### src/rtl/crypto_pkg.sv
// Shared types and constants for the crypto command scheduler.
package crypto_pkg;
  localparam int NUM_REQ = 2;
  localparam int BLK_W   = 128;

  localparam logic ALGO_AES = 1'b0;
  localparam logic ALGO_SM4 = 1'b1;

  typedef enum logic [1:0] {IDLE, ISSUE, WAIT, RESP} state_t;

  // Command captured at the request handshake and held for the engine.
  typedef struct packed {
    logic             algo;
    logic [BLK_W-1:0] key;
    logic [BLK_W-1:0] din;
  } cmd_t;
endpackage

### src/rtl/crypto_rr_arb.sv
// Two-way round-robin grant: pointer requester wins if valid, else the other.
module crypto_rr_arb
  import crypto_pkg::*;
(
  input  logic               clk,
  input  logic               rst,
  input  logic [NUM_REQ-1:0] req,
  input  logic               accept,
  output logic               gnt_idx,
  output logic               gnt_vld
);
  logic ptr;

  // Winner selection from the current pointer.
  always_comb begin
    gnt_idx = req[ptr] ? ptr : ~ptr;
    gnt_vld = |req;
  end

  // On an accepted grant the pointer moves to the requester that lost.
  always_ff @(posedge clk or posedge rst) begin
    if (rst)         ptr <= 1'b0;
    else if (accept) ptr <= ~gnt_idx;
  end
endmodule

### src/rtl/crypto_sched.sv
// Crypto scheduler: arbitrates two requesters onto one AES/SM4 engine,
// one transaction in flight. Optional WAIT timeout abort is compiled in
// with CRYPTO_SCHED_TIMEOUT_EN.
module crypto_sched
  import crypto_pkg::*;
#(
  parameter int TIMEOUT_CYC = 1024
) (
  input  logic                          clk,
  input  logic                          rst,
  input  logic [NUM_REQ-1:0]            req_valid,
  output logic [NUM_REQ-1:0]            req_ready,
  input  logic [NUM_REQ-1:0]            req_algo,
  input  logic [NUM_REQ-1:0][BLK_W-1:0] req_key,
  input  logic [NUM_REQ-1:0][BLK_W-1:0] req_din,
  output logic [NUM_REQ-1:0]            rsp_valid,
  input  logic [NUM_REQ-1:0]            rsp_ready,
  output logic [BLK_W-1:0]              rsp_data,
  output logic                          rsp_err,
  output logic                          eng_start,
  output logic                          eng_algo_sel,
  output logic [BLK_W-1:0]              eng_key,
  output logic [BLK_W-1:0]              eng_din,
  input  logic                          eng_done,
  input  logic                          eng_busy,
  input  logic [BLK_W-1:0]              eng_dout
);
  state_t state;
  logic   g_q;
  cmd_t   cmd;
  logic   gnt;
  logic   gnt_vld;
  logic   accept;

  crypto_rr_arb u_arb (
    .clk     (clk),
    .rst     (rst),
    .req     (req_valid),
    .accept  (accept),
    .gnt_idx (gnt),
    .gnt_vld (gnt_vld)
  );

  // Ready only toward the granted requester while idle; rsp_valid only in RESP.
  always_comb begin
    req_ready = '0;
    rsp_valid = '0;
    if (state == IDLE && gnt_vld && !rst) req_ready[gnt] = 1'b1;
    if (state == RESP)                    rsp_valid[g_q] = 1'b1;
  end

  assign accept       = |(req_valid & req_ready);
  assign eng_algo_sel = cmd.algo;
  assign eng_key      = cmd.key;
  assign eng_din      = cmd.din;

`ifdef CRYPTO_SCHED_TIMEOUT_EN
  localparam int TMO_W = $clog2(TIMEOUT_CYC + 1);
  logic [TMO_W-1:0] tmo_cnt;
  logic             rsp_err_q;
  assign rsp_err = rsp_err_q;
`else
  // Timeout disabled: folds to constant 0.
  assign rsp_err = (TIMEOUT_CYC < 0);
`endif

  // Transaction FSM; operands stay in cmd until the next accepted request.
  always_ff @(posedge clk or posedge rst) begin
    if (rst) begin
      state     <= IDLE;
      g_q       <= 1'b0;
      cmd       <= '0;
      eng_start <= 1'b0;
      rsp_data  <= '0;
`ifdef CRYPTO_SCHED_TIMEOUT_EN
      tmo_cnt   <= '0;
      rsp_err_q <= 1'b0;
`endif
    end else begin
      eng_start <= 1'b0;
      case (state)
        IDLE: if (accept) begin
          g_q   <= gnt;
          cmd   <= '{algo: req_algo[gnt], key: req_key[gnt], din: req_din[gnt]};
          state <= ISSUE;
        end
        ISSUE: if (!eng_busy) begin
          eng_start <= 1'b1;
          state     <= WAIT;
`ifdef CRYPTO_SCHED_TIMEOUT_EN
          tmo_cnt   <= '0;
`endif
        end
        WAIT: if (eng_done) begin
          rsp_data  <= eng_dout;
`ifdef CRYPTO_SCHED_TIMEOUT_EN
          rsp_err_q <= 1'b0;
`endif
          state     <= RESP;
        end
`ifdef CRYPTO_SCHED_TIMEOUT_EN
        else if (tmo_cnt == TMO_W'(TIMEOUT_CYC - 1)) begin
          rsp_data  <= '0;
          rsp_err_q <= 1'b1;
          state     <= RESP;
        end else begin
          tmo_cnt   <= tmo_cnt + 1'b1;
        end
`endif
        RESP: if (rsp_ready[g_q]) state <= IDLE;
        default: state <= IDLE;
      endcase
    end
  end
endmodule

### config.mk
export PLATFORM = sky130hd
export DESIGN_NAME = crypto_sched
export DESIGN_NICKNAME = d
export VERILOG_FILES = /design/src/rtl/crypto_pkg.sv /design/src/rtl/crypto_rr_arb.sv /design/src/rtl/crypto_sched.sv
export SDC_FILE = /design/constraint.sdc
export NUM_CORES = 1
export LEC_CHECK = 0
export BUFFER_PORTS_ARGS = -buffer_cell sky130_fd_sc_hd__buf_2
export CAP_MARGIN = 10
export CORE_AREA = 2 2 404 406
export CTS_CLUSTER_SIZE = 12
export DETAILED_ROUTE_END_ITERATION = 16
export DIE_AREA = 0 0 406 408
export GPL_TIMING_DRIVEN = 0
export PLACE_DENSITY_LB_ADDON = 0.2
export SLEW_MARGIN = 15
export SYNTH_ARGS = -nofsm -noshare
export SYNTH_HDL_FRONTEND = slang
export SYNTH_SLANG_ARGS = --single-unit
### constraint.sdc
create_clock -name clk -period 16 [get_ports clk]
set_input_delay 3.2 -clock clk [delete_from_list [all_inputs] [get_ports clk]]
set_output_delay 3.2 -clock clk [all_outputs]
set_load 0.02 [all_outputs]
==> impl_metrics.csv <==
group,metric,value,unit
timing,setup_ws,7269,ps
die,rows,148,
synth,syn_inst,1167,
worst_setup_path,crit_path_max_fanout,10,
routing,drt_iter0_drc,2009,
clocking,cts_setup_buffers,0,
timing,holdWs,498.2,ps
synth,synth_cell_type_count,20,
routing,wl_per_cell,21.70,um
routing,drc,0,
timing,period_share,54.57,%
worst_setup_path,arrival,5530,ps
die,initial_utilization,9.657,%
clocking,cts_sinks,390,
layout,final_cells,4496,
timing,rsz0062_at_grt,"no",
run_status,status,"finished, final reports clean",
clocking,cts_buffer_depth,3,
run,max_cap_viol_count,0,
pwr,total_power,5.228,mW
hold_path,hold_path_depth,1,
worst_setup_path,cp-start-kind,"primary input",
pwr,p_leak,13.53,nW
pwr,ir_drop,0.00007880,V
synth,synth_fp_nets,1822,
timing,max_slew.worst_pin.slew,840.5,ps
placed_design,io_buffers,1039,
routing,via_count,15290,
synth,yosys_warnings,0,
worst_setup_path,cp-end-kind,"output pin",
worst_setup_path,crit_path_start,"rst",
synth,synth-seq-cells,390,
placed_design,place.gp.congestion,0.8906,
worst_setup_path,required,12800,ps
worst_setup_path,path_cells,"buf_2 > nor2b_2 > and3_1 > buf_2 > buf_2 > buf_2 > buf_2",
global_route,antenna_found_initial,47,
timing,drv_slew,0,
worst_setup_path,path_class,"in2out",
placed_design,dp.cells,4386,
layout,fillers,18370,
die,coreArea,161700,um2
worst_setup_path,endpoint,"req_ready[1]",
global_route,grt.overflow.total,0,
placed_design,place_ws,7122,ps
placed_design,dp_hpwl,80.05,mm
global_route,grt_pass1_vias,15730,
clocking,cts_buffers,52,
routing,ant_nets,0,
clocking,cts-root-buf,"clkbuf_16",
layout,nets,2920,
timing,max_freq,0.1145,GHz
worst_setup_path,rr_endpoint,"eng_key[76]",
clocking,path_clk_slew,60,ps
routing,routed_wl,97.55,mm
worst_setup_path,critical-path-max-stage-delay,580,ps
timing,setup_tns,0,ps
clocking,ctsHoldBuffers,0,
worst_setup_path,crit_top_cell,"buf_2",
worst_setup_path,r2r_start,"state[0]",
synth,ys_seq_area_share,62.52,%
die,die_w,406,um
timing,slew_headroom,43.97,%
die,die_area,165600,um2
worst_setup_path,reg2reg_depth,9,
synth,ys_top_cells_by_area,"dfrtp_1 (63%), a222oi_1 (17%), mux2_2 (9.3%), inv_1 (6.3%), buf_2 (2.0%)",
clocking,clock_latency,630,ps
worst_setup_path,rrSetupSlack,12760,ps
pwr,power.density,204.5,nW/um2
global_route,grt_pass1_wl,129.8,mm
synth,avgSynthCellArea,13.38,um2
die,ios,1041,
global_route,grt.total_usage,11.21,%
clocking,htreeDepth,2,
global_route,grt_max_degree,88,
hold_path,holdCritPathClass,"reg2reg",
clocking,cts_resized,0,
layout,drive_gt1_share,58.34,%
timing,fin_skew,15.55,ps
timing,min_period,8731,ps
die,chipHeight,408,um
synth,synth_area,15610,um2
routing,viasPerCell,3.401,
routing,drtPass1Iterations,14,
synth,yosysTopAreaCellShare,62.52,%
clocking,cts_tree,"done",
worst_setup_path,cp_slowest_cell,"buf_2",
timing,hold_viol_final,0,
timing,setup_viol,0,
layout,syn_to_final_growth,63.77,%
synth,yosysTopAreaCell,"dfrtp_1",
==> sequential cells by signal (all words and copies together) (netlist names) <==
signal	cells
eng_din	128
eng_key	128
rsp_data	128
state	2
eng_algo_sel	1
eng_start	1
g_q	1
u_arb.ptr	1
==> how the worst min path moves through the flow <==
stage	startpoint	endpoint	slack [ps]
global placement	rsp_data[28]	rsp_data[28]	480
global route	rsp_data[29]	rsp_data[29]	510
CTS	rsp_data[64]	rsp_data[64]	500
finish	rsp_data[50]	rsp_data[50]	500
detailed placement	rsp_data[64]	rsp_data[64]	490
floorplan	u_arb.ptr	u_arb.ptr	480
==> through the flow <==
step / util, % / instance area, um2
floorplan: - / 15610
global placement: 14.56 / 23530
detailed placement: 14.65 / 23690
CTS: 15.79 / 25530
global route: 15.80 / 25550
finish: 15.81 / 25570
==> cell usage after synthesis <==
cell type / number
dfrtp_1: 390
inv_1: 263
a222oi_1: 258
mux2_2: 129
buf_2: 62
buf_6: 26
clkbuf_1: 12
nor2_1: 6
ha_1: 5
nand2_1: 3
nor2b_1: 3
and3_1: 2
buf_4: 1
conb_1: 1
mux2i_1: 1
nand2b_1: 1
nor2b_2: 1
o211ai_1: 1
o21ai_0: 1
o21ai_1: 1
==> worst max-delay path, delay by kind of cell <==
family | cells | cell delay [ps]
and+or+nand+nor | 2 | 400
buffers and inverters | 5 | 1890
==> cell usage in the layout, fill, tap and decap left out, drive strengths merged <==
master	n
nor2	6
clkbuf	98
nor2b	4
diode	14
conb	1
inv	263
ha	5
mux2	129
clkinv	5
buf	1133
o211ai	1
and3	2
nand2	3
nand2b	1
o21ai	2
bufinv	5
a222oi	258
mux2i	1
dfrtp	390
==> final cells by class <==
cell class / count / area (um2) / area share, %
Antenna cell: 14 / 35.03 / 0.1370
Clock inverter: 10 / 211.5 / 0.8271
Sequential cell: 390 / 9759 / 38.17
Inverter: 263 / 994.7 / 3.891
Buffer: 101 / 655.6 / 2.564
Clock buffer: 86 / 1630 / 6.377
Tap cell: 2175 / 2721 / 10.64
Multi-Input combinational cell: 413 / 4220 / 16.51
Timing Repair Buffer: 1044 / 5338 / 20.88
==> cell families (layout without fill, tap and decap cells) <==
kind of cell / count (synthesis) / count (layout) / share of synthesized area [%]
AO/OA/AOI/OAI: 261 / 261 / 16.65
adder cells (fa/ha/maj): 5 / 5 / 0.4007
buffers and inverters: 364 / 1504 / 10.52
flip-flops: 390 / 390 / 62.52
multiplexers: 130 / 130 / 9.369
other: 1 / 15 / 0.02402
AND/OR/NAND/NOR: 16 / 16 / 0.5130
==> routing by layer <==
metal	wire, um	vias up	track usage (%)
li1	-	6603	-
met1	37560	7727	13.09
met2	49160	799	19.88
met3	8357	150	3.204
met4	2387	14	2.903
met5	86	-	0
==> report_power, final <==
group | internal [mW] | leakage [nW] | total (mW) | switching (mW)
clock | 0.772 | 0.901 | 1.27 | 0.498
sequential | 1.45 | 4.82 | 1.73 | 0.282
combinational | 0.857 | 7.81 | 2.23 | 1.37
(Power assumes the default switching activity.)
